## config.mk

```make
export PLATFORM = sky130hd
export DESIGN_NAME = morse_seq_frontend
export DESIGN_NICKNAME = d
export VERILOG_FILES = /design/src/rtl/morse_seq_frontend.sv
export SDC_FILE = /design/constraint.sdc
export NUM_CORES = 1
export LEC_CHECK = 0
export ABC_CLOCK_PERIOD_IN_PS = 1500
export CAP_MARGIN = 15
export CORE_ASPECT_RATIO = 1.1
export CORE_MARGIN = 1.5
export CORE_UTILIZATION = 40
export DETAILED_ROUTE_END_ITERATION = 12
export GPL_ROUTABILITY_DRIVEN = 0
export PLACE_DENSITY = 0.66
export SYNTH_ARGS = -nofsm -noshare
export SYNTH_HDL_FRONTEND = slang
export SYNTH_SLANG_ARGS = --single-unit
```

## constraint.sdc

```tcl
create_clock -name Clk -period 1.5 [get_ports Clk]
set_clock_uncertainty 0.05 [all_clocks]
set_input_delay 0.15 -clock Clk [delete_from_list [all_inputs] [get_ports Clk]]
set_output_delay 0.15 -clock Clk [all_outputs]
set_load 0.005 [all_outputs]
```

## src/rtl/morse_seq_frontend.sv

```systemverilog
// Morse key front end: edge-detects Dot/Dash/Space/EndSeq key levels into a
// one-cycle symbol code, packs dots/dashes into a letter of up to MAX_SYMS
// symbols, and keeps the first two (then the latest two) non-empty letters
// of the current message in FirstSeq/SecSeq.
module morse_seq_frontend #(
    parameter int          MAX_SYMS   = 5,
    parameter logic [1:0]  EMPTY_CODE = 2'b11
) (
    input  logic                    Clk,
    input  logic                    Resetbar,
    input  logic                    Dot,
    input  logic                    Dash,
    input  logic                    Space,
    input  logic                    EndSeq,
    input  logic                    Clear,
    output logic [2:0]              Signals,
    output logic [2*MAX_SYMS-1:0]   EncSeq,
    output logic                    Space_EndSeqbar,
    output logic                    SentFlag,
    output logic                    MsgFlag,
    output logic [2*MAX_SYMS-1:0]   FirstSeq,
    output logic [2*MAX_SYMS-1:0]   SecSeq
);

    localparam int             SEQ_W     = 2 * MAX_SYMS;
    localparam int             CNT_W     = $clog2(MAX_SYMS + 1);
    localparam logic [SEQ_W-1:0] EMPTY_SEQ = {MAX_SYMS{EMPTY_CODE}};
    localparam logic [CNT_W-1:0] MAX_CNT   = CNT_W'(MAX_SYMS);

    localparam logic [2:0] SIG_NONE  = 3'b000;
    localparam logic [2:0] SIG_DOT   = 3'b001;
    localparam logic [2:0] SIG_DASH  = 3'b010;
    localparam logic [2:0] SIG_SPACE = 3'b011;
    localparam logic [2:0] SIG_END   = 3'b100;

    // Encoder state
    logic [3:0]        r_key_prev;
    logic [2:0]        r_signals;
    // Producer state
    logic [SEQ_W-1:0]  r_enc_seq;
    logic [CNT_W-1:0]  r_count;
    logic              r_sent_flag;
    logic              r_space_endseqbar;
    // Separator state
    logic [SEQ_W-1:0]  r_first_seq;
    logic [SEQ_W-1:0]  r_sec_seq;
    logic [1:0]        r_slot_idx;
    logic              r_msg_flag;
    logic              r_msg_done;

    logic [3:0]        w_keys;
    logic [3:0]        w_rise;
    logic [2:0]        w_sig_code;
    logic [SEQ_W-1:0]  w_base_seq;
    logic [CNT_W-1:0]  w_base_cnt;
    logic [SEQ_W-1:0]  w_sym_seq;

    assign w_keys = {EndSeq, Space, Dash, Dot};
    assign w_rise = w_keys & ~r_key_prev;

    // Priority-encode simultaneous key events; lower-priority ones are dropped
    always_comb begin
        w_sig_code = SIG_NONE;
        if (w_rise[3])      w_sig_code = SIG_END;
        else if (w_rise[2]) w_sig_code = SIG_SPACE;
        else if (w_rise[1]) w_sig_code = SIG_DASH;
        else if (w_rise[0]) w_sig_code = SIG_DOT;
    end

    // A letter shown with SentFlag is discarded on the following edge, so the
    // next symbol builds on an empty letter rather than on the finished one
    always_comb begin
        w_base_seq = r_sent_flag ? EMPTY_SEQ : r_enc_seq;
        w_base_cnt = r_sent_flag ? '0 : r_count;
        w_sym_seq  = w_base_seq;
        for (int p = 0; p < MAX_SYMS; p++) begin
            if (p == int'(w_base_cnt))
                w_sym_seq[SEQ_W-1-2*p -: 2] = (r_signals == SIG_DASH) ? 2'b01 : 2'b00;
        end
    end

    // Encoder: key history and one-cycle symbol code
    always_ff @(posedge Clk) begin
        if (!Resetbar) begin
            r_key_prev <= '0;
            r_signals  <= SIG_NONE;
        end else begin
            r_key_prev <= w_keys;
            r_signals  <= w_sig_code;
        end
    end

    // Producer: pack symbols into the letter and flag terminators
    always_ff @(posedge Clk) begin
        if (!Resetbar) begin
            r_enc_seq         <= EMPTY_SEQ;
            r_count           <= '0;
            r_sent_flag       <= 1'b0;
            r_space_endseqbar <= 1'b0;
        end else begin
            r_sent_flag <= 1'b0;
            if (Clear) begin
                r_enc_seq <= EMPTY_SEQ;
                r_count   <= '0;
            end else begin
                r_enc_seq <= w_base_seq;
                r_count   <= w_base_cnt;
                case (r_signals)
                    SIG_DOT, SIG_DASH: begin
                        if (w_base_cnt < MAX_CNT) begin
                            r_enc_seq <= w_sym_seq;
                            r_count   <= w_base_cnt + 1'b1;
                        end
                    end
                    SIG_SPACE, SIG_END: begin
                        r_sent_flag       <= 1'b1;
                        r_space_endseqbar <= (r_signals == SIG_SPACE);
                    end
                    default: ;
                endcase
            end
        end
    end

    // Separator: store finished non-empty letters and signal end of message
    always_ff @(posedge Clk) begin
        if (!Resetbar) begin
            r_first_seq <= EMPTY_SEQ;
            r_sec_seq   <= EMPTY_SEQ;
            r_slot_idx  <= 2'd0;
            r_msg_flag  <= 1'b0;
            r_msg_done  <= 1'b0;
        end else begin
            r_msg_flag <= 1'b0;
            if (r_sent_flag) begin
                if (r_enc_seq != EMPTY_SEQ) begin
                    r_msg_done <= 1'b0;
                    if (r_msg_done) begin
                        // New message: old slots are dropped before storing
                        r_first_seq <= r_enc_seq;
                        r_sec_seq   <= EMPTY_SEQ;
                        r_slot_idx  <= 2'd1;
                    end else begin
                        case (r_slot_idx)
                            2'd0: begin
                                r_first_seq <= r_enc_seq;
                                r_slot_idx  <= 2'd1;
                            end
                            2'd1: begin
                                r_sec_seq  <= r_enc_seq;
                                r_slot_idx <= 2'd2;
                            end
                            default: begin
                                r_first_seq <= r_sec_seq;
                                r_sec_seq   <= r_enc_seq;
                            end
                        endcase
                    end
                end
                if (!r_space_endseqbar) begin
                    r_msg_flag <= 1'b1;
                    r_msg_done <= 1'b1;
                end
            end
        end
    end

    assign Signals         = r_signals;
    assign EncSeq          = r_enc_seq;
    assign Space_EndSeqbar = r_space_endseqbar;
    assign SentFlag        = r_sent_flag;
    assign MsgFlag         = r_msg_flag;
    assign FirstSeq        = r_first_seq;
    assign SecSeq          = r_sec_seq;

endmodule

```

After elaboration in Yosys (flattened, before gate mapping)
Cells that the tools add are included.
{"block": "totals", "regBits": 46}
{"block": "classes", "eq_ne": 13, "bitwise": 4, "magnitude_cmp": 1, "n_mux": 26, "n_reduce_logical": 13, "n_addsub": 1}
{"operator": "two-way mux 10 bit", "count": 6}
{"operator": "one-hot mux 10 bit (2 select lines)", "count": 1}
{"operator": "two-way mux 2 bit", "count": 8}
{"operator": "two-way mux 3 bit", "count": 4}
{"operator": "!= test 10 bit, second input constant", "count": 1}
{"operator": "equality test 3 bit, first input constant", "count": 3}
{"operator": "AND reduction 3 bit", "count": 3}
{"operator": "OR reduction 2 bit", "count": 4}
{"operator": "equality test 3 x 2 -> 1 bit, second input constant", "count": 2}
{"operator": "two-way mux 1 bit", "count": 6}
{"operator": "AND reduction 2 bit", "count": 3}
{"operator": "bitwise AND 4 bit", "count": 1}
{"operator": "!= test 2 bit, second input constant", "count": 2}
{"operator": "inverter 4 bit", "count": 1}
{"operator": "one-hot mux 2 bit (2 select lines)", "count": 1}
{"operator": "adder 3 x 1 -> 3 bit, second input constant", "count": 1}
{"operator": "equality test 2 x 3 -> 1 bit, first input constant", "count": 1}
{"operator": "equality test 3 x 1 -> 1 bit, second input constant", "count": 1}
{"operator": "equality test 3 bit, second input constant", "count": 1}
{"operator": "zero test 3 bit", "count": 1}
{"operator": "less-than comparator 3 bit, second input constant", "count": 1}
{"operator": "nonzero test 3 bit", "count": 1}
{"operator": "equality test 2 x 1 -> 1 bit, second input constant", "count": 1}
{"operator": "zero test 2 bit", "count": 1}
{"operator": "other kinds (2)", "count": 3}

Logic depth before layout (Yosys ltp)
{"block": "depth", "depth_word": 6, "ltp_mapped": 6}

Least setup slack after synthesis
No wires, ideal clock.
{"block": "synth_timing", "kind": "register to register", "from": "register r_enc_seq[0] (netlist: EncSeq[0])", "to": "register r_slot_idx[0]", "path_stages_with_launch": 5, "arrival_ns": 1.194, "path_slack_ns": 0.137, "path_cell_list": "dfxtp_1 > nand4_1 > o31ai_2 > a21oi_1 > o221a_2"}
{"block": "synth_via", "elab_chain_cells": 2}
{"item": "start: declaration", "line": "40", "rtl": "logic [SEQ_W-1:0] r_enc_seq;"}
{"item": "start signal: assignment", "line": "106", "rtl": "r_enc_seq <= w_base_seq;"}
{"item": "start signal: assignment", "line": "111", "rtl": "r_enc_seq <= w_sym_seq;"}
{"item": "!= test 10 bit", "line": "136", "rtl": "if (r_enc_seq != EMPTY_SEQ) begin"}
{"item": "AND reduction 3 bit (no line)"}
{"item": "end signal: assignment", "line": "142", "rtl": "r_slot_idx <= 2'd1;"}
{"item": "end signal: assignment", "line": "147", "rtl": "r_slot_idx <= 2'd1;"}
{"item": "end signal: assignment", "line": "151", "rtl": "r_slot_idx <= 2'd2;"}
{"item": "end: declaration", "line": "47", "rtl": "logic [1:0] r_slot_idx;"}
Every way passes these cells.
A chain may end at the register's enable or synchronous reset.

Worst setup path in the final report
{"block": "layout_timing", "from": "register r_enc_seq[4] (netlist: EncSeq[4])", "to": "output EncSeq[4]"}
{"item": "end: declaration", "line": "17", "rtl": "output logic [2*MAX_SYMS-1:0] EncSeq,"}
No word-level cell between the ends.

==> run summary <==
Unrepaired setup endpoints after global routing = false
Clock-pin slew on the worst setup and hold paths = 0.08 ns
Count of cell types in the netlist = 39
Sw Share = 0.233
Number of synthesized flops with an enable pin = 0
Final setup margin = 0.0424 ns
Standard-cell rows = 26
Minimum clock period = 1.46 ns
Simple-Gate Fraction of Synth Area = 0.224
Least-Margin Pin Slew = 0.327 ns
Global-route wire length before repair = 7010 microns
Area of the core = 4620 sq um
Placed inst area = 2560 sq um
Pre-CTS WS = 0.0854 ns
Placed insts = 318
#FFs+latches synth = 46
DIE WIDTH = 69.0 microns
Total of max-cap violations = 0
Skew-Pair Late Insertion Delay = 0.30 ns
Xor/xnor share of the synthesized area = 0.00848
Initial Utilization = 0.415
Storage cell area = 942 sq um
Fraction of registers with async set/reset = 0
CP Max Fanout = 4
DRT Wirelength = 4130 microns
VDD IR max = 731 uV
DR DRC count = 0
Vias per inst = 5.07
Die height = 75.6 microns
Syn_area_per_cell = 9.13 sq um
Multi-input gate area = 928 sq um
Slew HR = 0.781
WS Path Type = reg2out
Final hold viol count = 0
WP data arrival = 1.26 ns
Register area share after synthesis = 0.480
Syn Inst Count = 210
Clock power frac = 0.331
DR WL/cell = 12.6 microns
Pre-Repair DR Iteration Count = 4
Vias in the first global route = 1,545
Post-synthesis mux area share = 0.0581
Post-Syn Nets = 217
Status = completed
Hold Crit Class = reg2reg
Post-layout net count = 279
Post-Layout Inst Area = 2690 sq um
LEAKAGE = 1.20 nW
Adder-cell share of the synthesized area = 0
Seq pwr share = 0.586
Largest family of logic cells by synthesized area = simple AND/OR/NAND/NOR gates
Logic pwr share = 0.084
Core Util, Final = 0.583
Initial antenna violation count = 0
Final hold slack = 0.351 ns
Total congestion overflow = 0
Fillers = 438
Startpoint Class = register
Sink Count = 46
ANT nets after route = 0
Final Power = 2.14 mW
CTS tree = done
Max Clk Rate = 686 MHz
Diodes inserted = 0
Final critical-path share of the clock period = 0.972
Setup TNS = 0 ns
Synth warnings = 0
TritonCTS buffer count = 5
Final Slew Violations = 0
Compound-Gate Fraction of Synth Area = 0.188
Final Setup Violations = 0
Synthesis-to-finish area growth = 40.4%
Largest net degree at the start of global routing = 41
Layout Cells excl Fill = 328
Top_reg_cell synth = dfxtp_1
Int Power = 1.64 mW
Pwr/cell area = 794 nW/um^2
Dpl hpwl = 3080 microns
Crit path capture type = primary output
CTS Hold Bufs = 0
Port-buffer cells = 42
Post-Synthesis Cell Area = 1920 sq um
CTS Buffer Depth = 2
Die area = 5220 sq um
Share of cells above drive strength 1 = 0.195
Vias = 1,663
Ports = 43
Clock Tree Root = clkbuf_8
Iteration-0 DRC count of the detailed router = 112
GR Util All Layers = 0.169
Sw Pwr = 0.499 mW
Crit path required time = 1.30 ns
Htree depth = 2
-- synth_stat cells (all sizes together) (2+ instances only) --
cell type  number  area, sq um
nand4           3         18.8
and2            5         31.3
buf             6         30.0
nor2           24         90.1
nor3            2         10.0
nor3b          11         82.6
a21oi           4         20.0
nand2b          4         25.0
o21a            2         15.0
mux2i          10          100
o221a           2         22.5
o21ai           7         35.0
dfxtp          46          921
nand2          22         82.6
and4            2         17.5
o211ai         13         97.6
nand3           3         15.0
o31ai           3         27.5
a31oi          11         68.8
inv             7         26.3
nor2b           2         12.5
clkbuf          6         23.8
-- power groups by stage --
stage | combinational [mW] | clock [mW] | sequential (mW)
finish | 0.179 | 0.708 | 1.25
global route | 0.199 | 0.777 | 1.26
CTS | 0.184 | 0.734 | 1.26
detailed placement | 0.181 | 0 | 1.29
global placement | 0.179 | 0 | 1.28
floorplan | 0.0914 | 0 | 1.29
-- area by class of cell --
type,count,area share
Tap cell,56,0.0260
Clock inverter,2,0.00372
Inverter,7,0.00975
Timing Repair Buffer,67,0.241
Sequential cell,46,0.350
Clock buffer,5,0.0255
Multi-Input combinational cell,145,0.345
-- path summary, 6_finish.rpt --
path                                    start          end  slack (ns)  cells past startpoint
worst min register to register  r_key_prev[3]   Signals[2]        0.35                      1
worst max-delay path                EncSeq[4]    EncSeq[4]        0.04                      2
worst min-delay path            r_key_prev[3]   Signals[2]        0.35                      1
worst max register to register      EncSeq[5]  FirstSeq[2]        0.11                      5
-- logic make-up after synthesis --
group           count (synthesis)
simple gates                   82
buf+inv                        19
compound gates                 51
mux                            11
flops                          46
xor+xnor                        1
-- repair_timing --
action | in CTS | in global routing
pin swaps | 0 | 0
setup buffers | 1 | 2
gates resized for setup | 11 | 10
setup endpoints to repair | 10 | 10
-- layout by cell type, fill, tap and decap left out, types with 7 or more instances in the layout --
cell type,n
buf_4,23
clkdlybuf4s50_1,36
nor3b_1,11
nor2_1,24
inv_1,7
a31oi_1,11
dfxtp_1,33
o211ai_1,13
mux2i_1,10
nand2_1,22
dfxtp_2,11
-- critical path: stages, from the launching register on --
cell and delay (ns):
dfxtp_2 0.35, buf_4 0.12, clkdlybuf4s50_1 0.49
-- flip-flops by register name, indices dropped and copies added, names as in the netlist --
| register | flops |
|---|---|
| r_slot_idx | 2 |
| MsgFlag | 1 |
| SentFlag | 1 |
| r_msg_done | 1 |
| r_count | 3 |
| Space_EndSeqbar | 1 |
| r_key_prev | 4 |
| Signals | 3 |
| FirstSeq | 10 |
| EncSeq | 10 |
| SecSeq | 10 |
-- metal layers --
metal | vias to the layer above | share of wire | track usage | routed length (microns)
met5 | - | 0 | 0 | 0
met4 | 0 | 0.017 | 0.0654 | 69
met3 | 6 | 0.046 | 0.0476 | 190
met2 | 46 | 0.47 | 0.292 | 1950
met1 | 737 | 0.46 | 0.204 | 1920
li1 | 874 | - | - | -
No activity file was read; power rests on OpenSTA's default activity.
